### config.mk
export PLATFORM = sky130hd
export DESIGN_NAME = div_arbiter
export DESIGN_NICKNAME = d
export VERILOG_FILES = /design/src/rtl/div_arbiter.sv
export SDC_FILE = /design/constraint.sdc
export NUM_CORES = 1
export LEC_CHECK = 0
export CORE_MARGIN = 2
export CORE_UTILIZATION = 62
export DETAILED_ROUTE_END_ITERATION = 10
export DONT_BUFFER_PORTS = 1
export PLACE_DENSITY = 0.86
export SYNTH_ARGS = -nofsm -noshare
export SYNTH_HDL_FRONTEND = slang
export SYNTH_SLANG_ARGS = --single-unit
### constraint.sdc
create_clock -name clk -period 5.8 [get_ports clk]
set_clock_uncertainty 0.1 [all_clocks]
set_input_delay 0.87 -clock clk [delete_from_list [all_inputs] [get_ports clk]]
set_output_delay 0.87 -clock clk [all_outputs]
set_load 0.01 [all_outputs]
### src/rtl/div_arbiter.sv
// -----------------------------------------------------------------------------
// div_arbiter
//   Shares one unsigned iterative divider core between two issue pipes.
//   A request is arbitrated round-robin. Signed (DIV) operands are converted to
//   magnitudes before the core is launched. The core result is then sign-fixed
//   using the MIPS rules: the quotient is negative when the operand signs
//   differ, and the remainder takes the sign of the dividend. The quotient (LO)
//   and remainder (HI) are returned to the pipe that owns the operation.
//   A division by zero bypasses the core. It returns LO = all ones and
//   HI = dividend.
//
// Parameters
//   NREQ   number of requesters (the arbiter is written for exactly 2)
//   DW     operand width
//
// Ports
//   clk, reset             clock, synchronous active-high reset
//   req_valid/req_ready    per-pipe request handshake
//   req_signed             per-pipe 1 = DIV, 0 = DIVU
//   req_a/req_b            packed operands, pipe i in bits [i*DW +: DW]
//   flush                  kills any accepted, unreturned operation
//   resp_valid             one-cycle result pulse to the owning pipe
//   resp_lo/resp_hi        quotient/remainder, held until the next response
//   busy                   high whenever the FSM is not idle
//   core_valid             one-cycle launch pulse to the divider core
//   core_a/core_b          operand magnitudes for the core
//   core_done              core finishing (ignored in the launch cycle)
//   core_res               {remainder, quotient}, valid one cycle after core_done
// -----------------------------------------------------------------------------
module div_arbiter #(
    parameter int NREQ = 2,
    parameter int DW   = 32
) (
    input  logic                 clk,
    input  logic                 reset,
    input  logic [NREQ-1:0]      req_valid,
    output logic [NREQ-1:0]      req_ready,
    input  logic [NREQ-1:0]      req_signed,
    input  logic [NREQ*DW-1:0]   req_a,
    input  logic [NREQ*DW-1:0]   req_b,
    input  logic                 flush,
    output logic [NREQ-1:0]      resp_valid,
    output logic [DW-1:0]        resp_lo,
    output logic [DW-1:0]        resp_hi,
    output logic                 busy,
    output logic                 core_valid,
    output logic [DW-1:0]        core_a,
    output logic [DW-1:0]        core_b,
    input  logic                 core_done,
    input  logic [2*DW-1:0]      core_res
);

    typedef enum logic [2:0] {
        S_IDLE   = 3'd0,
        S_LAUNCH = 3'd1,
        S_WAIT   = 3'd2,
        S_FIX    = 3'd3,
        S_RESP   = 3'd4,
        S_DRAIN  = 3'd5
    } state_t;

    // Magnitude of a possibly signed operand. The most negative value maps to itself.
    function automatic logic [DW-1:0] abs_val(input logic [DW-1:0] x, input logic is_signed);
        return (is_signed && x[DW-1]) ? -x : x;
    endfunction

    // Conditional two's-complement negation used by the sign fix-up.
    function automatic logic [DW-1:0] cond_neg(input logic [DW-1:0] x, input logic neg);
        return neg ? -x : x;
    endfunction

    state_t             state_q, state_d;
    logic               rr_q, rr_d;
    logic               owner_q, owner_d;
    logic               sa_q, sa_d;
    logic               sb_q, sb_d;
    logic [DW-1:0]      core_a_q, core_a_d;
    logic [DW-1:0]      core_b_q, core_b_d;
    logic [DW-1:0]      resp_lo_q, resp_lo_d;
    logic [DW-1:0]      resp_hi_q, resp_hi_d;
    logic               core_valid_q, core_valid_d;
    logic               busy_q, busy_d;
    logic [NREQ-1:0]    resp_pend_q, resp_pend_d;

    logic [NREQ-1:0]    grant_s;
    logic               accept_s;
    logic               sel_s;
    logic [DW-1:0]      sel_a_s;
    logic [DW-1:0]      sel_b_s;
    logic               sel_signed_s;
    logic [DW-1:0]      uq_s;
    logic [DW-1:0]      ur_s;

    // Round-robin grant: on contention the pipe that did not win last time wins.
    always_comb begin
        grant_s = 2'b00;
        if (req_valid == 2'b11) begin
            grant_s = rr_q ? 2'b01 : 2'b10;
        end else begin
            grant_s = req_valid;
        end
    end

    // Handshake: only an idle, unflushed, out-of-reset arbiter accepts.
    always_comb begin
        req_ready = 2'b00;
        if ((state_q == S_IDLE) && !flush && !reset) begin
            req_ready = grant_s;
        end else begin
            req_ready = 2'b00;
        end
    end

    // Operand select for the winning pipe.
    always_comb begin
        accept_s     = |req_ready;
        sel_s        = grant_s[1];
        sel_a_s      = sel_s ? req_a[2*DW-1:DW] : req_a[DW-1:0];
        sel_b_s      = sel_s ? req_b[2*DW-1:DW] : req_b[DW-1:0];
        sel_signed_s = sel_s ? req_signed[1] : req_signed[0];
        uq_s         = core_res[DW-1:0];
        ur_s         = core_res[2*DW-1:DW];
    end

    // Next-state and next-register computation for the whole controller.
    always_comb begin
        state_d   = state_q;
        rr_d      = rr_q;
        owner_d   = owner_q;
        sa_d      = sa_q;
        sb_d      = sb_q;
        core_a_d  = core_a_q;
        core_b_d  = core_b_q;
        resp_lo_d = resp_lo_q;
        resp_hi_d = resp_hi_q;

        case (state_q)
            S_IDLE: begin
                if (accept_s) begin
                    rr_d     = sel_s;
                    owner_d  = sel_s;
                    sa_d     = sel_signed_s & sel_a_s[DW-1];
                    sb_d     = sel_signed_s & sel_b_s[DW-1];
                    core_a_d = abs_val(sel_a_s, sel_signed_s);
                    core_b_d = abs_val(sel_b_s, sel_signed_s);
                    if (sel_b_s == '0) begin
                        // Divide by zero never reaches the core.
                        resp_lo_d = '1;
                        resp_hi_d = sel_a_s;
                        state_d   = S_RESP;
                    end else begin
                        state_d   = S_LAUNCH;
                    end
                end else begin
                    state_d = S_IDLE;
                end
            end
            S_LAUNCH: begin
                // The launch pulse goes out regardless. A flush here must still drain.
                state_d = flush ? S_DRAIN : S_WAIT;
            end
            S_WAIT: begin
                if (flush) begin
                    // If the core finishes in the flush cycle, nothing is left to drain.
                    state_d = core_done ? S_IDLE : S_DRAIN;
                end else if (core_done) begin
                    state_d = S_FIX;
                end else begin
                    state_d = S_WAIT;
                end
            end
            S_FIX: begin
                if (flush) begin
                    state_d = S_IDLE;
                end else begin
                    resp_lo_d = cond_neg(uq_s, sa_q ^ sb_q);
                    resp_hi_d = cond_neg(ur_s, sa_q);
                    state_d   = S_RESP;
                end
            end
            S_RESP: begin
                state_d = S_IDLE;
            end
            S_DRAIN: begin
                state_d = core_done ? S_IDLE : S_DRAIN;
            end
            default: begin
                state_d = S_IDLE;
            end
        endcase

        // Outputs are registered from the state being entered.
        core_valid_d = (state_d == S_LAUNCH);
        busy_d       = (state_d != S_IDLE);
        if (state_d == S_RESP) begin
            resp_pend_d = owner_d ? 2'b10 : 2'b01;
        end else begin
            resp_pend_d = 2'b00;
        end
    end

    // Controller state and registered outputs.
    always_ff @(posedge clk) begin
        if (reset) begin
            state_q      <= S_IDLE;
            rr_q         <= 1'b0;
            owner_q      <= 1'b0;
            sa_q         <= 1'b0;
            sb_q         <= 1'b0;
            core_a_q     <= '0;
            core_b_q     <= '0;
            resp_lo_q    <= '0;
            resp_hi_q    <= '0;
            core_valid_q <= 1'b0;
            busy_q       <= 1'b0;
            resp_pend_q  <= 2'b00;
        end else begin
            state_q      <= state_d;
            rr_q         <= rr_d;
            owner_q      <= owner_d;
            sa_q         <= sa_d;
            sb_q         <= sb_d;
            core_a_q     <= core_a_d;
            core_b_q     <= core_b_d;
            resp_lo_q    <= resp_lo_d;
            resp_hi_q    <= resp_hi_d;
            core_valid_q <= core_valid_d;
            busy_q       <= busy_d;
            resp_pend_q  <= resp_pend_d;
        end
    end

    // A flush arriving during the response cycle suppresses the pulse.
    always_comb begin
        if (flush) begin
            resp_valid = 2'b00;
        end else begin
            resp_valid = resp_pend_q;
        end
    end

    assign resp_lo    = resp_lo_q;
    assign resp_hi    = resp_hi_q;
    assign busy       = busy_q;
    assign core_valid = core_valid_q;
    assign core_a     = core_a_q;
    assign core_b     = core_b_q;

endmodule
== Word level (Yosys, flattened, before mapping) ==
Index checks and enable logic that the tools add are counted.
Word-level totals
  register bits after elaboration: 139
  bits of input ports: 200
  output and inout bits: 134
  word-level logic and storage cells: 74
Cells by class
  $add $sub $neg: 4
  equality and inequality tests: 10
  muxes and demuxes: 30
  bitwise logic cells: 4
  reduce and logical (&&, ||, !) cells: 14
Operator list (count)
  $mux W32: 12
  $neg A32 Y32: 4
  $pmux W32 S2: 2
  $logic_not A32 Y1: 1
  $mux W3: 6
  $pmux W3 S5: 1
  $mux W2: 5
  $eq A3 B1 Y1 const B: 2
  $eq A3 B2 Y1 const B: 2
  $eq A3 B3 Y1 const B: 2
  $logic_and A1 B1 Y1: 4
  $mux W1: 4
  $ne A2 B2 Y1 const B: 2
  $reduce_and A4 Y1: 1
  $reduce_or A2 Y1: 2
  $logic_not A3 Y1: 1
  $reduce_bool A3 Y1: 1
  $and A1 B1 Y1: 2
  $eq A2 B2 Y1 const B: 1
  $logic_not A1 Y1: 2
  $ne A2 B1 Y1 const B: 1
  $reduce_and A2 Y1: 1
  $reduce_bool A2 Y1: 1
  $not A1 Y1: 1
  $xor A1 B1 Y1: 1

== Longest topological paths before layout ==
Gate-level depths: netlist (run 1).
  word-level depth: 10
  depth in mapped cells: 14
  gate-level depth less buffers: 8

== Worst setup path after synthesis (run 1) ==
OpenSTA, ideal clock, no wires.
  kind: input -> register
  start point: in req_valid[1]
  end point: reg resp_lo_q[0] (netlist: resp_lo[0])
  library setup time: 0.086 ns
  arrival: 3.538 ns
  data required time: 5.614 ns
  setup slack: 2.076 ns
  stages on the path: 14
  path buffers: 7
  cell sequence: a21bo_1 -> buf_6 -> buf_2 -> buf_2 -> buf_2 -> buf_2 -> mux2i_1 -> ha_1 -> o221a_2 -> and4_1 -> buf_4 -> buf_4 -> nor3_1 -> a211oi_1
Between the ends
  word-level cells in the longest chain between the ends: 6
  elaborated cells on any way between the ends: 9
  those cells by class: eq/ne (3); mux (3); reduce/logical (3)
Ends and longest elaborated chain
  start: declaration: line 36  | input logic [NREQ-1:0] req_valid,
  $eq A2 B2 Y1: line 97  | if (req_valid == 2'b11) begin
  $mux W2 (*): line 97
  $mux W32 / $mux W2 (equally long branches): line 119, 107
  $logic_not A32 Y1 / $reduce_or A2 Y1 (equally long branches): line 146, 116
  $ne A2 B1 Y1 (no source line) / $ne A2 B2 Y1 (equally long branches)
  $reduce_and A4 Y1 (no source line) (*)
  end signal: assignment: line 225  | resp_lo_q <= resp_lo_d;
  end: declaration: line 79  | logic [DW-1:0] resp_lo_q, resp_lo_d;
Every way passes the cells marked *; elsewhere a longest branch is shown, timed or not.
A chain may end at the register's enable or synchronous reset.

== Final worst setup path (run 1) ==
  start point: reg rr_q
  end point: reg resp_hi_q[29] (netlist: resp_hi[29])
Between the ends
  word-level cells in the longest chain between the ends: 6
  elaborated cells on any way between the ends: 13
  those cells by class: eq/ne (2); mux (8); reduce/logical (3)
Ends and longest elaborated chain
  start: declaration: line 73  | logic rr_q, rr_d;
  start signal: assignment: line 219  | rr_q <= rr_d;
  $mux W2 (*): line 98  | grant_s = rr_q ? 2'b01 : 2'b10;
  $mux W2 (*): line 97
  $mux W32, or another cell as far along: line 119  | sel_b_s = sel_s ? req_b[2*DW-1:DW] : req_b[DW-1:0];
  $logic_not A32 Y1, or another cell as far along: line 146  | if (sel_b_s == '0) begin
  $ne A2 B1 Y1 (no source line), or another cell as far along
  $reduce_and A4 Y1 (no source line) / $pmux W32 S2 (equally long branches)
  end signal: assignment: line 226  | resp_hi_q <= resp_hi_d;
  end: declaration: line 80  | logic [DW-1:0] resp_hi_q, resp_hi_d;
Every way passes the cells marked *; elsewhere a longest branch is shown, timed or not. The select of a mux whose other input is x is not followed.

==> results of run 1 <==
## critical path, cell delays in order, from the launching register on
cell and delay, ns:
dfxtp_1 0.45, a21bo_4 0.54, mux2i_1 0.30, ha_1 0.33, o221a_2 0.35, nand4_2 0.66, nand2_1 0.65, o221a_2 0.27
## placed cells by master, fill, tap and decap left out, drive strengths merged, types with 17 or more instances in the layout
cell / instances
a211oi: 39
o221ai: 17
clkbuf: 18
nor3: 88
buf: 18
dfxtp: 139
or3: 23
xor2: 36
nor2: 88
o31ai: 17
a21oi: 86
nor4: 26
o21ai: 67
a31oi: 17
nand3: 73
or4: 22
mux2i: 59
nand2: 140
xnor2: 55
inv: 18
## cell families after synthesis
kind of cell / count (synthesis) / share of synthesized area
AO/OA/AOI/OAI: 334 / 0.235
flip-flops: 139 / 0.287
XOR/XNOR: 91 / 0.0822
AND/OR/NAND/NOR: 519 / 0.268
adder cells (fa/ha/maj): 5 / 0.00645
buffers and inverters: 108 / 0.0474
multiplexers: 70 / 0.0737
## final timing paths
check,from,to,slack [ns]
max,rr_q$_SDFFE_PP0P_,resp_hi[29]$_SDFFE_PP0P_,2.06
min,core_b[4]$_SDFFE_PP0P_,core_b[4]$_SDFFE_PP0P_,0.40
max reg2reg,rr_q$_SDFFE_PP0P_,resp_hi[29]$_SDFFE_PP0P_,2.06
min reg2reg,core_b[4]$_SDFFE_PP0P_,core_b[4]$_SDFFE_PP0P_,0.40
## power groups by stage
stage / registers (uW) / logic (uW) / clock network (uW)
4_1_cts: 1050 / 404 / 1180
6_report: 1050 / 413 / 1170
5_1_grt: 1060 / 450 / 1220
3_5_place_dp: 1070 / 402 / 0
3_3_place_gp: 1070 / 395 / 0
2_1_floorplan: 1050 / 333 / 0
## routing by layer
layer / up-vias / GRT usage / wire (um)
met5: - / 0 / 0
met4: 0 / 0.153 / 1400
met1: 4708 / 0.477 / 12900
li1: 4637 / - / -
met3: 93 / 0.135 / 4220
met2: 693 / 0.609 / 15000
## metrics by stage
step | hold WS (ns) | total power, uW | worst slack, ns | std cells | area, um^2
global placement | 0.380 | 1470 | 1.79 | 1401 | 9700
global route | 0.407 | 2720 | 1.82 | 1432 | 10300
detailed placement | 0.391 | 1470 | 1.74 | 1401 | 9700
floorplan | 0.362 | 1390 | 2.08 | 1266 | 9690
CTS | 0.400 | 2630 | 2.14 | 1432 | 10300
finish | 0.401 | 2640 | 2.06 | 1432 | 10300
## layout make-up
type,count,area share
multi-input combinational,1019,0.627
tap,211,0.0256
inverter,14,0.00509
timing repair buffer,18,0.0131
clock buffer,18,0.0416
clock inverter,13,0.0184
sequential,139,0.270
## state kept, by name, summed over array words and instances (netlist names)
name         flops
core_a          32
core_b          32
resp_hi         32
resp_lo         32
state_q          3
resp_pend_q      2
busy             1
core_valid       1
owner_q          1
rr_q             1
sa_q             1
sb_q             1
==> impl_metrics.json, run 1 <==
{
  "status": "completed",
  "ys_warn_count": 0,
  "finalHoldViolCount": 0,
  "synth.distinct_cells": 83,
  "yosys.area.top_type_share": 0.287,
  "ys_ff_latch": 139,
  "viasPerCell": 7.07,
  "routedWlPerCell_um": 23.4,
  "fillerInstances": 1324,
  "end_kind": "flip-flop",
  "grt_max_degree": 102,
  "cp_max_fo": 37,
  "clkSinkCount": 139,
  "syn_nets": 1471,
  "fmax_mhz": 267,
  "ys_top_cells_by_area": "dfxtp_1 29%, mux2i_1 6.1%, nand2_1 5.4%",
  "cts_resized": 0,
  "worst_pin_slew_ns": 1.07,
  "final.period_utilization": 0.646,
  "min_period_ns": 3.74,
  "drtIter0Drc": 1261,
  "layout-drive-gt1-share": 0.0745,
  "htree_levels": 4,
  "netSwitchingPower_uw": 754,
  "gp_congestion": 1.01,
  "maxCapViolCount": 0,
  "hold_depth": 2,
  "die_area_um2": 16700,
  "fin_util": 0.676,
  "die_x_um": 129,
  "comb_power_share": 0.157,
  "powerDensity_nw_per_um2": 255,
  "synthCells": 1266,
  "drtAntennaViolNets": 0,
  "grt_util_all_layers": 0.383,
  "clockBufferDepth": 2,
  "finalSetupViolations": 0,
  "grt_pass1_vias": 9042,
  "diodes": 0,
  "p_leak_uw": 0.00353,
  "antenna_found_initial": 0,
  "syn_area_per_cell_um2": 7.66,
  "maxSlewViolCount": 0,
  "setup_tns_ns": 0,
  "clk_pin_slew_ns": 0.06,
  "core_area_um2": 15300,
  "ir_worst_vdd_uv": 200,
  "p_sw_frac": 0.286,
  "rr_worst_depth": 7,
  "cp.required_ns": 6.07,
  "ioPinCount": 334,
  "syn_area_um2": 9690,
  "initial_core_util": 0.635,
  "startpoint_type": "flip-flop",
  "cts_buffers": 17,
  "rsz0062_at_grt": "false",
  "grt_remaining_overflow": 0,
  "regArea_um2": 2780,
  "ys_seq_area_frac": 0.287,
  "clockPowerShare": 0.444,
  "clkLatencyLatePin_ns": 0.42,
  "hpwl_um": 24700,
  "via_count": 10100,
  "min_path_type": "flip-flop to flip-flop",
  "yosysTopAreaCell": "dfxtp_1",
  "drc": 0,
  "wirelength_um": 33500,
  "synth-main-ff-cell": "dfxtp_1",
  "die_y_um": 129,
  "cts_root_buffer": "clkbuf_16",
  "intPower_uw": 1880,
  "rows": 45,
  "relSlewSlack": 0.288,
  "cts_tree": "built",
  "p_seq_frac": 0.399,
  "port-buffer-count": 0,
  "cts_setup_buffers": 0,
  "critPathArrivalTime_ns": 4.01,
  "synth_edf_count": 0,
  "area_delta_synth_final_pct": 6.48,
  "grt_pass1_wl_um": 49900,
  "nets": 1414,
  "ctsHoldBuffers": 0,
  "async_reset_ff_frac": 0,
  "first_pass_iters": 6,
  "worst-setup-path-type": "flip-flop to flip-flop",
  "synthTopCellsByCount": "139 x dfxtp_1, 139 x nand2_1, 88 x nor2_1, 88 x nor3_1, 86 x a21oi_1",
  "multi_input_area_um2": 6470
}
(Power assumes the default switching activity.)
==> run 2: changes to the inputs <==
--- a/config.mk
+++ b/config.mk
@@ -5,8 +5,9 @@
 export SDC_FILE = /design/constraint.sdc
 export NUM_CORES = 1
 export LEC_CHECK = 0
+export ABC_AREA = 1
 export CORE_MARGIN = 2
-export CORE_UTILIZATION = 62
+export CORE_UTILIZATION = 59
 export DETAILED_ROUTE_END_ITERATION = 10
 export DONT_BUFFER_PORTS = 1
 export PLACE_DENSITY = 0.86
==> constraint.sdc (replaced) <==
create_clock -name clk -period 3.2 [get_ports clk]
set_clock_uncertainty 0.1 [all_clocks]
set_input_delay 0.48 -clock clk [delete_from_list [all_inputs] [get_ports clk]]
set_output_delay 0.48 -clock clk [all_outputs]
set_load 0.01 [all_outputs]
==> run 2 against run 1 <==
Sequential share of layout area is 1.7 points lower. Non-clock buffer count stayed put. Design area is 6.9% higher. Via count is 12% higher.
==> impl_metrics.json, run 2 <==
{
  "first_pass_iters": 5,
  "port-buffer-count": 0,
  "yosysMostFrequentCell": "nand2_1",
  "syn_nets": 2027,
  "maxCapViolCount": 0,
  "die_y_um": 137,
  "syn_area_per_cell_um2": 5.71,
  "status": "completed",
  "relSlewSlack": 0.363,
  "viasPerCell": 5.65,
  "antenna_found_initial": 1,
  "area_delta_synth_final_pct": 6.02,
  "ys_ff_latch": 139,
  "async_reset_ff_frac": 0,
  "cpPeakStageDelay_ns": 0.39,
  "grt_util_all_layers": 0.346,
  "cts_tree": "built",
  "drtAntennaViolNets": 0,
  "worst_pin_slew_ns": 0.955,
  "grt_max_degree": 103,
  "cts_setup_buffers": 0,
  "final.period_utilization": 0.895,
  "ys_seq_area_frac": 0.267,
  "clk_pin_slew_ns": 0.06,
  "dp_cells": 1983,
  "ioPinCount": 334,
  "worst-setup-path-type": "flip-flop to flip-flop",
  "synthTopCellsByCount": "485 x nand2_1, 332 x nor2_1, 230 x inv_1, 146 x nand3_1, 139 x dfxtp_1",
  "core_area_um2": 17300,
  "cp.required_ns": 3.45,
  "final_common_cell": "nand2_1",
  "powerDensity_nw_per_um2": 471,
  "min_period_ns": 2.86,
  "cp_cell_sequence": "nand2_4, buf_4, nand3_1, nand2_1, inv_1, ha_1, nand2_1, nor2_1, nand3_2, nor2_2, nand3_2, nand2_4, buf_12, o21ai_0, nor2_1",
  "htree_levels": 4,
  "rows": 48,
  "yosysTopAreaCell": "dfxtp_1",
  "finalSetupViolations": 0,
  "drc": 0,
  "startpoint_type": "flip-flop",
  "synth.distinct_cells": 38,
  "p_leak_uw": 0.00547,
  "ir_worst_vdd_uv": 419,
  "synth_edf_count": 0,
  "clkLatencyLatePin_ns": 0.42,
  "drtIter0Drc": 964,
  "grt_remaining_overflow": 0,
  "fmax_mhz": 349,
  "via_count": 11400,
  "r2r_slack_ns": 0.34,
  "rr_worst_depth": 15,
  "cp_top_family": "simple AND/OR/NAND/NOR gates",
  "hp-start": "reset",
  "r2r-start": "rr_q$_SDFFE_PP0P_",
  "grt_pass1_vias": 10000,
  "cp_max_fo": 54,
  "clkSinkCount": 139,
  "end_kind": "flip-flop",
  "syn_area_um2": 10400,
  "setup_ws_ns": 0.335,
  "initial_core_util": 0.602,
  "grt_pass1_wl_um": 51000,
  "die_x_um": 137,
  "die_area_um2": 18700,
  "maxSlewViolCount": 0,
  "synthCells": 1822,
  "min_path_type": "input port to flip-flop",
  "power_uw": 5200,
  "critPathArrivalTime_ns": 3.12,
  "timing.rr.end": "resp_lo[28]$_SDFFE_PP0P_",
  "ys_top_cells_by_area": "dfxtp_1 27%, nand2_1 17%, nor2_1 12%",
  "finalHoldViolCount": 0,
  "ys_warn_count": 0,
  "cp_slowest_cell": "dfxtp_1",
  "cts_root_buffer": "clkbuf_16",
  "cp_num_buf_inv": 3,
  "clockBufferDepth": 2,
  "multi_input_area_um2": 6290,
  "synth-main-ff-cell": "dfxtp_1",
  "layout-drive-gt1-share": 0.0492,
  "routedWlPerCell_um": 16.6,
  "gp_congestion": 0.999,
  "cts_buffers": 17,
  "stdcell_count": 2016,
  "setup_tns_ns": 0,
  "yosys.area.top_type_share": 0.267,
  "hold-path-endpoint": "resp_hi[1]$_SDFFE_PP0P_",
  "regArea_um2": 2780,
  "place_ws_ns": 0.266,
  "rsz0062_at_grt": "false",
  "hold_depth": 1,
  "layout_common_cells": "485 x nand2_1, 331 x nor2_1, 229 x inv_1, 146 x nand3_1, 139 x dfxtp_1",
  "nets": 1982,
  "hpwl_um": 25700,
  "wirelength_um": 33400,
  "fillerInstances": 1752
}
==> run 2: how the worst max path moves through the flow <==
stage,start,endpoint,slack [ns],cells after the start
2_1_floorplan,req_valid[1],resp_hi[14]$_SDFFE_PP0P_,0.45,20
3_3_place_gp,req_valid[0],core_a[24]$_SDFFE_PP0P_,0.38,16
5_1_grt,rr_q$_SDFFE_PP0P_,resp_hi[20]$_SDFFE_PP0P_,0.08,15
4_1_cts,rr_q$_SDFFE_PP0P_,resp_lo[28]$_SDFFE_PP0P_,0.33,15
3_5_place_dp,req_valid[0],resp_lo[28]$_SDFFE_PP0P_,0.27,15
6_report,rr_q$_SDFFE_PP0P_,resp_lo[28]$_SDFFE_PP0P_,0.34,15
==> run 2: worst register-to-register path: stages (launching register included) <==
cell     delay (ns)
dfxtp_1        0.39
nand2_4        0.08
buf_4          0.23
nand3_1        0.11
nand2_1        0.09
inv_1          0.10
ha_1           0.21
nand2_1        0.07
nor2_1         0.12
nand3_2        0.13
nor2_2         0.22
nand3_2        0.18
nand2_4        0.21
buf_12         0.26
o21ai_0        0.16
nor2_1         0.17
==> run 2: through the flow <==
step	hold WS (ns)	area [um^2]	util
6_report	0.0335	11000	0.638
5_1_grt	0.0138	11000	0.638
4_1_cts	0.00612	11000	0.637
3_5_place_dp	0.408	10400	0.601
3_3_place_gp	0.393	10400	0.601
2_1_floorplan	0.374	10400	-
==> run 2: cell families after synthesis <==
family / share of synthesized area
AOI/OAI and AO/OA: 0.137
DFF: 0.267
adders and majority gates: 0.00601
xor gates and xnor gates: 0.0295
buffers and inverters: 0.131
and+or+nand+nor: 0.429
==> run 2: metal layers <==
layer	GRT usage	vias up	wire length, um
met5	0	-	0
met4	0.138	0	985
met3	0.102	70	4130
met2	0.554	586	15100
met1	0.436	5054	13200
li1	-	5684	-
==> run 2: report_power, final <==
part / leakage (uW) / switching [uW] / internal, uW / total, uW
sequential: 0.00113 / 107 / 1810 / 1920
combinational: 0.00404 / 790 / 369 / 1160
clock: 0.000299 / 850 / 1270 / 2120
==> run 2: cell type report <==
cell class | instances | share of cell area
Antenna cell | 1 | 0.000227
Sequential cell | 139 | 0.252
Tap cell | 225 | 0.0255
Inverter | 235 | 0.0802
Multi-Input combinational cell | 1366 | 0.570
Clock inverter | 13 | 0.0163
Timing Repair Buffer | 18 | 0.0156
Clock buffer | 19 | 0.0401
==> run 2: what timing repair did <==
item / in CTS / in global routing
endpoints found under the setup margin: 0 / 2
hold buffers: 0 / 0
resized for setup: 0 / 3
